**src/rtl/uart_tx_stage.sv**
```systemverilog
// Byte-to-serial 8N1/8N2 transmitter with a one-byte holding register so
// consecutive bytes leave the shifter back-to-back.
//
//   state    | meaning
//   ---------+----------------------------------------------------------
//   ST_IDLE  | line high; waits for the holding register to fill
//   ST_START | start bit (line low) for one bit period
//   ST_DATA  | eight data bits, LSB first, shifter[0] on the line
//   ST_STOP  | STOP_BITS stop periods; reloads straight into START if a
//            | byte is already waiting

module uart_tx_stage #(
   parameter int CLKS_PER_BIT = 104,
   parameter int STOP_BITS    = 1
) (
   input  logic       clock,
   input  logic       reset,
   input  logic [7:0] tx_data,
   input  logic       tx_valid,
   output logic       tx_req,
   output logic       txd,
   output logic       busy,
   output logic       overrun
);

   localparam logic [1:0] ST_IDLE  = 2'd0;
   localparam logic [1:0] ST_START = 2'd1;
   localparam logic [1:0] ST_DATA  = 2'd2;
   localparam logic [1:0] ST_STOP  = 2'd3;

   localparam logic [15:0] BIT_LAST  = 16'(CLKS_PER_BIT - 1);
   localparam logic [2:0]  STOP_LAST = 3'(STOP_BITS - 1);

   logic [1:0]  state;
   logic [15:0] baud_cnt;
   logic [2:0]  bit_idx;
   logic [7:0]  shifter;
   logic [7:0]  hold_data;
   logic        hold_full;
   logic        prev_valid;

   logic rise;
   logic bit_end;
   logic take;

   always_comb begin
      rise    = tx_valid & ~prev_valid;
      bit_end = (baud_cnt == 16'd0);
      take    = hold_full &
                ((state == ST_IDLE) |
                 ((state == ST_STOP) & bit_end & (bit_idx == STOP_LAST)));
   end

   assign busy = (state != ST_IDLE) | hold_full;

   // The shifter's take frees the holding register in the same cycle, so a
   // coincident offer is accepted rather than flagged as an overrun.
   always_ff @(posedge clock) begin
      if (!reset) begin
         prev_valid <= 1'b0;
         hold_full  <= 1'b0;
         hold_data  <= 8'h00;
         overrun    <= 1'b0;
         tx_req     <= 1'b1;
      end else begin
         prev_valid <= tx_valid;
         if (rise && (!hold_full || take)) begin
            hold_data <= tx_data;
            hold_full <= 1'b1;
            tx_req    <= 1'b0;
         end else if (take) begin
            hold_full <= 1'b0;
            tx_req    <= 1'b1;
         end
         if (rise && hold_full && !take)
            overrun <= 1'b1;
      end
   end

   // Down-counter per bit period; bit_idx counts data bits, then stop bits.
   always_ff @(posedge clock) begin
      if (!reset) begin
         state    <= ST_IDLE;
         baud_cnt <= 16'd0;
         bit_idx  <= 3'd0;
         shifter  <= 8'h00;
         txd      <= 1'b1;
      end else begin
         case (state)
            ST_IDLE: begin
               txd <= 1'b1;
               if (hold_full) begin
                  shifter  <= hold_data;
                  state    <= ST_START;
                  baud_cnt <= BIT_LAST;
                  txd      <= 1'b0;
               end
            end
            ST_START: begin
               if (bit_end) begin
                  state    <= ST_DATA;
                  bit_idx  <= 3'd0;
                  baud_cnt <= BIT_LAST;
                  txd      <= shifter[0];
               end else begin
                  baud_cnt <= baud_cnt - 16'd1;
               end
            end
            ST_DATA: begin
               if (bit_end) begin
                  baud_cnt <= BIT_LAST;
                  if (bit_idx == 3'd7) begin
                     state   <= ST_STOP;
                     bit_idx <= 3'd0;
                     txd     <= 1'b1;
                  end else begin
                     shifter <= {1'b0, shifter[7:1]};
                     bit_idx <= bit_idx + 3'd1;
                     txd     <= shifter[1];
                  end
               end else begin
                  baud_cnt <= baud_cnt - 16'd1;
               end
            end
            default: begin
               if (bit_end) begin
                  baud_cnt <= BIT_LAST;
                  if (bit_idx == STOP_LAST) begin
                     bit_idx <= 3'd0;
                     if (hold_full) begin
                        shifter <= hold_data;
                        state   <= ST_START;
                        txd     <= 1'b0;
                     end else begin
                        state   <= ST_IDLE;
                        txd     <= 1'b1;
                     end
                  end else begin
                     bit_idx <= bit_idx + 3'd1;
                  end
               end else begin
                  baud_cnt <= baud_cnt - 16'd1;
               end
            end
         endcase
      end
   end

endmodule

```
**config.mk**
```make
export PLATFORM = sky130hd
export DESIGN_NAME = uart_tx_stage
export DESIGN_NICKNAME = d
export VERILOG_FILES = /design/src/rtl/uart_tx_stage.sv
export SDC_FILE = /design/constraint.sdc
export NUM_CORES = 1
export LEC_CHECK = 0
export CAP_MARGIN = 20
export CORE_ASPECT_RATIO = 0.7
export CORE_MARGIN = 4
export CORE_UTILIZATION = 54
export DETAILED_ROUTE_END_ITERATION = 12
export PLACE_DENSITY_LB_ADDON = 0.1
export SYNTH_ARGS = -nofsm -noshare
export SYNTH_HDL_FRONTEND = slang
export SYNTH_SLANG_ARGS = --single-unit
```
**constraint.sdc**
```tcl
create_clock -name clock -period 5.6 [get_ports clock]
set_clock_uncertainty 0.15 [all_clocks]
set_input_delay 0.56 -clock clock [delete_from_list [all_inputs] [get_ports clock]]
set_output_delay 0.56 -clock clock [all_outputs]
set_load 0.03 [all_outputs]
```
==> results.json <==
{
  "status": "finished, final reports clean",
  "yosys.area.top_type": "dfxtp_1",
  "fillCellCount": 360,
  "holdPathStages": 2,
  "worstReg2RegStart": "state[0]",
  "critPathArrivalTime_ns": 2.35,
  "cts_max_level": 2,
  "drtIter0Drc": 109,
  "netlist_area_sq_um": 2230,
  "cts_inserted_buffers": 5,
  "worstReg2RegEnd": "shifter[6]",
  "ys_async_sr_fraction_pct": 0,
  "crit_slowest_cell": "clkdlybuf4s50_1",
  "p_leak_nw": 0.971,
  "totalPowerFinal_mw": 1.14,
  "grt-ovfl-total": 0,
  "cts.sink_count": 42,
  "cp_max_fo": 19,
  "cts_tree": "built",
  "seqCellArea_sq_um": 841,
  "grt_pass1_wl_um": 7370,
  "maxSlewHeadroom_pct": 41.4,
  "worst_slack_ns": 2.54,
  "start_util_pct": 56.5,
  "path_clk_slew_ns": 0.07,
  "drt_wl_total_um": 4360,
  "cts_hold_buffers": 0,
  "grt_antenna_before_repair": 0,
  "die_area_sq_um": 5240,
  "hold_path.startpoint": "shifter[2]",
  "post_cts_resized": 0,
  "stdcell_count": 322,
  "grt_pass1_vias": 1564,
  "synth_top_area_share_pct": 37.7,
  "antenna_cells": 0,
  "grt_max_degree": 57,
  "setup_viol": 0,
  "crit_required_ns": 4.89,
  "place_inst": 315,
  "worstPathCellList": "inv_1 > ha_1 > nor2b_1 > inv_1 > clkdlybuf4s50_1",
  "dpl.hpwl_um": 3040,
  "synth-edff-count": 0,
  "avgSynthCellArea_sq_um": 8.58,
  "holdPathEnd": "shifter[2]",
  "cap_viol_max_count": 0,
  "use_met1_pct": 26.7,
  "rows": 19,
  "seq_area_frac_synth_pct": 37.7,
  "num_vias": 1785,
  "synth.most_common_cell": "nand2_1",
  "reg2regPathDepth": 6,
  "reg2reg_slack_ns": 3.03,
  "post_cts_buffers": 0,
  "worstSetupEndpointType": "output pin",
  "finalCritPeriodShare_pct": 54.7,
  "remaining_drc_errors": 0,
  "synth_cell_types": 46,
  "io_buffers": 14,
  "critPathMaxStageDelay_ns": 0.62,
  "track_usage_pct": 17.8,
  "met3_usage_pct": 5.93,
  "root_buffer": "clkbuf_8",
  "hold_class": "reg2reg",
  "avgViaCountPerCell": 5.54,
  "period_needed_ns": 3.06,
  "netlist_instances": 260,
  "met2_usage_pct": 24.6,
  "die_x_um": 84.8,
  "timing.hold.ws_ns": 0.307,
  "max_freq_mhz": 327,
  "vdd_drop_max_v": 0.000289,
  "ys_ff_latch": 42,
  "worst_slew_pin_slew_ns": 0.879,
  "syn_to_final_growth_pct": 10.5,
  "crit_path_start_kind": "flop",
  "ys_top_cells_by_area": "dfxtp_1 (38%), mux2i_1 (8.1%), nand2_1 (7.7%)",
  "report.final.slew_viol_count": 0,
  "cpMostUsedCell": "inv_1",
  "nets": 290,
  "antenna_left": 0,
  "yosys_warnings": 0,
  "place_ws_ns": 2.85,
  "multi_input_area_sq_um": 1310,
  "io_pins": 15,
  "wl_per_cell_um": 13.5,
  "place_area_sq_um": 2390,
  "dr.pass1.iters": 4,
  "synth_fp_nets": 280,
  "cts_buffer_depth": 2,
  "fin_tns_setup_ns": 0,
  "core_sq_um": 3950,
  "fin_util_pct": 62.5,
  "p_per_area_nw_per_um2": 464,
  "synthTopCellsByCount": "nand2_1 (46), dfxtp_1 (42), mux2i_1 (18)",
  "die_h_um": 61.8,
  "clk_latency_ns": 0.30,
  "critPathKind": "reg2out",
  "layout-drive-gt1-share_pct": 7.41,
  "final_area_sq_um": 2460,
  "synthFlopType": "dfxtp_1",
  "hold_viol_final": 0,
  "busiest_layer": "met1",
  "gp_congestion": 0.789,
  "rsz0062_at_grt": "false",
  "worstSetupStartpoint": "state[0]"
}
[layout make-up]
cell class	count	share of cell area, %
clock buffer	7	3.10
sequential	42	34.1
tap	52	2.64
multi-input combinational	196	53.0
inverter	11	1.68
timing repair buffer	14	5.48
[registers in the layout (all words and copies together), names as in the netlist]
signal / cells
bit_idx: 3
tx_req: 1
overrun: 1
hold_data: 8
shifter: 8
txd: 1
hold_full: 1
baud_cnt: 16
prev_valid: 1
state: 2
[cells by family (layout without fill, tap and decap cells)]
group	count (synthesis)	count (layout)	synth area share [%]
fa+ha+maj	9	9	5.05
flops	42	42	37.7
buf+inv	22	32	3.76
mux	25	25	11.6
simple gates	110	110	25.3
compound gates	52	52	16.6
[routing by layer]
layer  share of wire [%]  wire (um)  up-vias
li1                    -          -      933
met1                  55       2380      807
met2                  37       1620       38
met3                 6.9        302        7
met4                 1.1         48        0
met5                   0          0        -
[worst max-delay path by stage]
stage                              to  slack, ns  depth (start not counted)
after floorplan           baud_cnt[9]       3.37                          7
after global placement           busy       2.95                          5
after detailed placement         busy       2.85                          5
after CTS                        busy       2.52                          5
after global routing             busy       2.30                          5
final                            busy       2.54                          5
[critical path: cells and delay by family (launching register included)]
family        cells  cell delay [ns]
buf+inv           3             0.87
fa+ha+maj         1             0.54
flops             1             0.35
simple gates      1             0.28
[power by group]
part	switching [mW]	internal [mW]
registers	0.0527	0.352
clock network	0.100	0.0859
logic	0.341	0.213
total	0.494	0.651
[layout by cell type (no fill, tap or decap), types with 4 or more instances in the layout]
master,netlist,final
a21boi_0,4,4
a21o_1,4,4
a21oi_1,10,10
and2_1,5,5
clkbuf_8,0,5
clkdlybuf4s50_1,0,13
dfxtp_1,42,42
ha_1,9,9
inv_1,11,11
mux2_2,7,7
mux2i_1,18,18
nand2_1,46,46
nand2b_1,4,4
nand3_1,6,6
nor2_1,11,11
nor2b_1,8,8
nor3_1,9,9
o21a_1,5,5
o21ai_0,14,14
Note: power is estimated with default switching activity, not from simulation.
